<file path="src/rtl/pipe_control_unit.sv">
// Pipelined control unit: decodes the ID-stage opcode and carries the control bundles
// through ID/EX, EX/MEM and MEM/WB, with load-use stall, branch flush and event counters.
module pipe_control_unit #(
    parameter int REG_W       = 5,
    parameter bit ENABLE_ADDI = 1'b1,
    parameter int CNT_W       = 16
) (
    input  logic             clk,
    input  logic             reset,
    input  logic             id_valid,
    input  logic [5:0]       id_opcode,
    input  logic [REG_W-1:0] id_rs,
    input  logic [REG_W-1:0] id_rt,
    input  logic             mem_zero,
    output logic [3:0]       ex_ctrl,
    output logic [2:0]       mem_ctrl,
    output logic [1:0]       wb_ctrl,
    output logic [REG_W-1:0] ex_rt,
    output logic             stall,
    output logic             flush,
    output logic             illegal_op,
    output logic [CNT_W-1:0] stall_count,
    output logic [CNT_W-1:0] flush_count
);

    localparam logic [5:0] OP_RTYPE = 6'b000000;
    localparam logic [5:0] OP_LW    = 6'b100011;
    localparam logic [5:0] OP_SW    = 6'b101011;
    localparam logic [5:0] OP_BEQ   = 6'b000100;
    localparam logic [5:0] OP_ADDI  = 6'b001000;

    logic [3:0]       w_dec_ex;
    logic [2:0]       w_dec_mem;
    logic [1:0]       w_dec_wb;
    logic             w_illegal_next;
    logic             w_hazard;
    logic             w_taken;
    logic             w_stall;

    logic [3:0]       r_ex_ctrl;
    logic [2:0]       r_id_ex_mem;
    logic [1:0]       r_id_ex_wb;
    logic [REG_W-1:0] r_ex_rt;
    logic             r_illegal;
    logic [2:0]       r_mem_ctrl;
    logic [1:0]       r_ex_mem_wb;
    logic [1:0]       r_wb_ctrl;
    logic [CNT_W-1:0] r_stall_count;
    logic [CNT_W-1:0] r_flush_count;

    always_comb begin
        w_dec_ex       = 4'b0000;
        w_dec_mem      = 3'b000;
        w_dec_wb       = 2'b00;
        w_illegal_next = 1'b0;
        if (id_valid) begin
            case (id_opcode)
                OP_RTYPE: begin w_dec_wb = 2'b10; w_dec_mem = 3'b000; w_dec_ex = 4'b1100; end
                OP_LW:    begin w_dec_wb = 2'b11; w_dec_mem = 3'b010; w_dec_ex = 4'b0001; end
                OP_SW:    begin w_dec_wb = 2'b00; w_dec_mem = 3'b001; w_dec_ex = 4'b0001; end
                OP_BEQ:   begin w_dec_wb = 2'b00; w_dec_mem = 3'b100; w_dec_ex = 4'b0010; end
                OP_ADDI: begin
                    if (ENABLE_ADDI) begin
                        w_dec_wb  = 2'b10;
                        w_dec_mem = 3'b000;
                        w_dec_ex  = 4'b0001;
                    end else begin
                        w_illegal_next = 1'b1;
                    end
                end
                default: w_illegal_next = 1'b1;
            endcase
        end
    end

    // A load in EX whose destination feeds the instruction in ID must wait one cycle.
    assign w_hazard = id_valid & r_id_ex_mem[1] & ((r_ex_rt == id_rs) | (r_ex_rt == id_rt));
    assign w_taken  = r_mem_ctrl[2] & mem_zero;
    assign w_stall  = w_hazard & ~w_taken;

    always_ff @(posedge clk or posedge reset) begin
        if (reset) begin
            r_ex_ctrl   <= '0;
            r_id_ex_mem <= '0;
            r_id_ex_wb  <= '0;
            r_ex_rt     <= '0;
            r_illegal   <= 1'b0;
            r_mem_ctrl  <= '0;
            r_ex_mem_wb <= '0;
            r_wb_ctrl   <= '0;
        end else begin
            r_wb_ctrl <= r_ex_mem_wb;
            if (w_taken) begin
                r_ex_ctrl   <= '0;
                r_id_ex_mem <= '0;
                r_id_ex_wb  <= '0;
                r_ex_rt     <= '0;
                r_illegal   <= 1'b0;
                r_mem_ctrl  <= '0;
                r_ex_mem_wb <= '0;
            end else begin
                r_mem_ctrl  <= r_id_ex_mem;
                r_ex_mem_wb <= r_id_ex_wb;
                if (w_stall) begin
                    r_ex_ctrl   <= '0;
                    r_id_ex_mem <= '0;
                    r_id_ex_wb  <= '0;
                    r_ex_rt     <= '0;
                    r_illegal   <= 1'b0;
                end else begin
                    r_ex_ctrl   <= w_dec_ex;
                    r_id_ex_mem <= w_dec_mem;
                    r_id_ex_wb  <= w_dec_wb;
                    r_ex_rt     <= id_rt;
                    r_illegal   <= w_illegal_next;
                end
            end
        end
    end

    // Event counters stick at all-ones instead of wrapping.
    always_ff @(posedge clk or posedge reset) begin
        if (reset) begin
            r_stall_count <= '0;
            r_flush_count <= '0;
        end else begin
            if (w_stall && !(&r_stall_count))
                r_stall_count <= r_stall_count + CNT_W'(1);
            if (w_taken && !(&r_flush_count))
                r_flush_count <= r_flush_count + CNT_W'(1);
        end
    end

    assign ex_ctrl     = r_ex_ctrl;
    assign mem_ctrl    = r_mem_ctrl;
    assign wb_ctrl     = r_wb_ctrl;
    assign ex_rt       = r_ex_rt;
    assign illegal_op  = r_illegal;
    assign stall       = w_stall;
    assign flush       = w_taken;
    assign stall_count = r_stall_count;
    assign flush_count = r_flush_count;

endmodule

</file>
<file path="config.mk">
export PLATFORM = sky130hd
export DESIGN_NAME = pipe_control_unit
export DESIGN_NICKNAME = d
export VERILOG_FILES = /design/src/rtl/pipe_control_unit.sv
export SDC_FILE = /design/constraint.sdc
export NUM_CORES = 1
export LEC_CHECK = 0
export CAP_MARGIN = 20
export CORE_MARGIN = 1
export CORE_UTILIZATION = 42
export DETAILED_ROUTE_END_ITERATION = 12
export GPL_TIMING_DRIVEN = 0
export PLACE_DENSITY = 0.78
export SLEW_MARGIN = 25
export SYNTH_ARGS = -nofsm -noshare
export SYNTH_HDL_FRONTEND = slang
export SYNTH_SLANG_ARGS = --single-unit
export TNS_END_PERCENT = 30
</file>
<file path="constraint.sdc">
create_clock -name clk -period 1.7 [get_ports clk]
set_input_delay 0.17 -clock clk [delete_from_list [all_inputs] [get_ports clk]]
set_output_delay 0.17 -clock clk [all_outputs]
set_load 0.01 [all_outputs]
</file>
==> results.tsv <==
metric	value	unit
rows	26	
grt_usage	0.1912	
synth.avg_cell_area	11.14	um^2
leakagePower	0.001408	uW
slew_viol_final	0	
drive_above_1_share	0.1498	
slew_headroom	0.6533	
cp_max_fo	5	
die_x	75.37	um
vias	1780	
synthFlopType	dfrtp_1	
synth_cell_type_count	32	
syn-cell-area	2261	um^2
fp.dieH	75.37	um
insertion_delay	0.30	ns
status	finished, violations left	
grt_pass1_wl	8.079	mm
rsz0062_at_grt	true	
cellPowerDensity	642.9	nW/um^2
fin_crit_sh	1.106	
fin_skew	0.007541	ns
final_util	0.6414	
antenna_found_initial	0	
nets	308	
reg2reg_slack	-0.18	ns
initial_core_util	0.4399	
yosys.area.top_type_share	0.5534	
layout_min_cycle_time	1.880	ns
syn_inst	203	
cp.required	1.89	ns
dieArea	5681	um^2
async_flop_share	1.000	
worstSetupEndpointType	flop	
syn_nets	225	
yosysSeqAreaShare	0.5534	
grt_max_degree	28	
fin_cells	357	
insertedDiodeCount	0	
final_hold_viol_count	0	
min_path_type	input port to async pin	
fill_cells	462	
startpoint_type	flop	
final_common_cell	clkdlybuf4s50_1	
final_antenna_net_count	0	
cts_sinks	50	
cts_root_buffer	clkbuf_8	
tightest_slew	0.5193	ns
synth_edf_count	0	
cts_tree	done	
hpwlAfterDp	3.527	mm
synthTopCellsByArea	dfrtp_1 (55%), xnor2_1 (11%), nand4_1 (4.4%), nand2_1 (3.7%), nand3_1 (3.1%)	
drcViolationCount	0	
drt_iter0_drc	103	
grt_pass1_vias	1724	
synth-seq-cells	50	
wl_per_cell	13.88	um
setup-violations-final	35	
cts_buffers	5	
io_pins	69	
synthToLayoutAreaGrowth	45.82	%
yosys.area.top_type	dfrtp_1	
yosysWarningCount	0	
clk_pin_slew_worst_paths	0.09	ns
maxClockFrequency	531.9	MHz
ir_drop	0.0003941	V
first_pass_iters	4	
grt-ovfl-total	0	
setup_slack	-0.1802	ns
core_area	5140	um^2
io_buffers	68	
gp_congestion	0.8669	
layout_common_cells	clkdlybuf4s50_1 (67), dfrtp_1 (49), xnor2_1 (26), nand2_1 (21), nand4_1 (16)	
place_inst	342	
viasPerCell	4.986	
htreeDepth	2	
cap_violations	0	
critical_path_class	flop to flop	
worstPathArrival	2.07	ns
violations	setup timing	
routed_wl	4.956	mm
cts_max_path_buffers	2	
==> kinds of logic after synthesis <==
| group | Yosys count | share of synthesized area |
|---|---|---|
| AO/OA/AOI/OAI | 10 | 0.03597 |
| flip-flops | 50 | 0.5534 |
| adder cells (fa/ha/maj) | 2 | 0.01107 |
| buffers and inverters | 9 | 0.02379 |
| AND/OR/NAND/NOR | 92 | 0.2158 |
| XOR/XNOR | 35 | 0.1356 |
| multiplexers | 5 | 0.02435 |
==> final timing paths <==
kind | endpoint | from | cells past startpoint
max | stall_count[10] | ex_rt[4] | 7
min | stall_count[11] | reset | 2
max reg2reg | stall_count[10] | ex_rt[4] | 7
min reg2reg | wb_ctrl[1] | r_ex_mem_wb[1] | 0
max in group asynchronous | flush_count[2] | reset | 3
min in group clk | wb_ctrl[1] | r_ex_mem_wb[1] | 0
==> sequential cells by signal, indices dropped and copies added (netlist names), 2 cells and up <==
register / cells
flush_count: 16
mem_ctrl: 2
ex_rt: 5
r_id_ex_mem: 3
stall_count: 16
r_ex_mem_wb: 2
ex_ctrl: 2
wb_ctrl: 2
==> critical path, cell delays in order (launching register included) <==
cell and delay (ns):
dfrtp_1 0.42, xnor2_1 0.15, nand3_1 0.14, o32ai_4 0.26
nor3b_4 0.31, buf_6 0.16, nand4_1 0.15, xnor2_2 0.18
==> power by group <==
part           switching, uW  internal (uW)  leakage (uW)
Clock                    382            327     0.0000472
Sequential              16.3           1200      0.000682
Combinational           82.6            108      0.000679
==> layer usage <==
metal / part of all wire / wire (um) / vias up / GRT usage
met3: 0.042 / 206 / 4 / 0.03704
met4: 0.012 / 58 / 0 / 0.07407
met5: 0 / 0 / - / 0
met1: 0.44 / 2204 / 859 / 0.2554
met2: 0.50 / 2487 / 48 / 0.3105
li1: - / - / 869 / -
==> stage by stage <==
step                hold slack, ns  setup slack [ns]  cell area [um^2]  setup TNS (ns)  power [uW]
global route                0.2640           -0.3215              3297          -8.271        2202
CTS                         0.2352           -0.2012              3241          -3.826        2139
global placement            0.3527           -0.6253              3038          -39.99        1409
finish                      0.2194           -0.1802              3297          -3.345        2120
floorplan                   0.2435          -0.02612              2270         -0.1055        1314
detailed placement          0.3456           -0.5228              3058          -10.50        1418
==> cells in the mapped netlist, types with 2 or more instances <==
| library cell | n |
|---|---|
| nor3_1 | 2 |
| nor2b_1 | 2 |
| and2_1 | 9 |
| nand2_1 | 22 |
| nand3_1 | 14 |
| inv_1 | 4 |
| xor2_1 | 6 |
| or3_1 | 2 |
| mux2_2 | 4 |
| a31oi_1 | 2 |
| and4_1 | 2 |
| a21oi_1 | 3 |
| ha_1 | 2 |
| and3_1 | 5 |
| dfrtp_1 | 50 |
| xnor2_1 | 29 |
| nor4_1 | 3 |
| nor2_1 | 11 |
| nand4_1 | 16 |
| buf_4 | 3 |
==> layout make-up <==
class / count / area [um^2] / share of cell area
plain buffers: 5 / 38.79 / 0.01176
clock buffers: 6 / 82.58 / 0.02505
clock inverters: 2 / 12.51 / 0.003795
inverters: 4 / 15.01 / 0.004554
multi-input cells: 144 / 1052 / 0.3192
flip-flops and latches: 50 / 1252 / 0.3799
well taps: 70 / 87.58 / 0.02657
repair buffers: 76 / 755.7 / 0.2292
==> repair_timing <==
item | 4_1_cts | 5_1_grt
endpoints found under the setup margin | 37 | 44
cloned | 0 | 1
pin swaps | 4 | 9
hold endpoints to repair | 0 | 0
buffers inserted | 6 | 0
resized for setup | 12 | 10
hold buffers | 0 | 0
No activity file was read; power rests on OpenSTA's default activity.
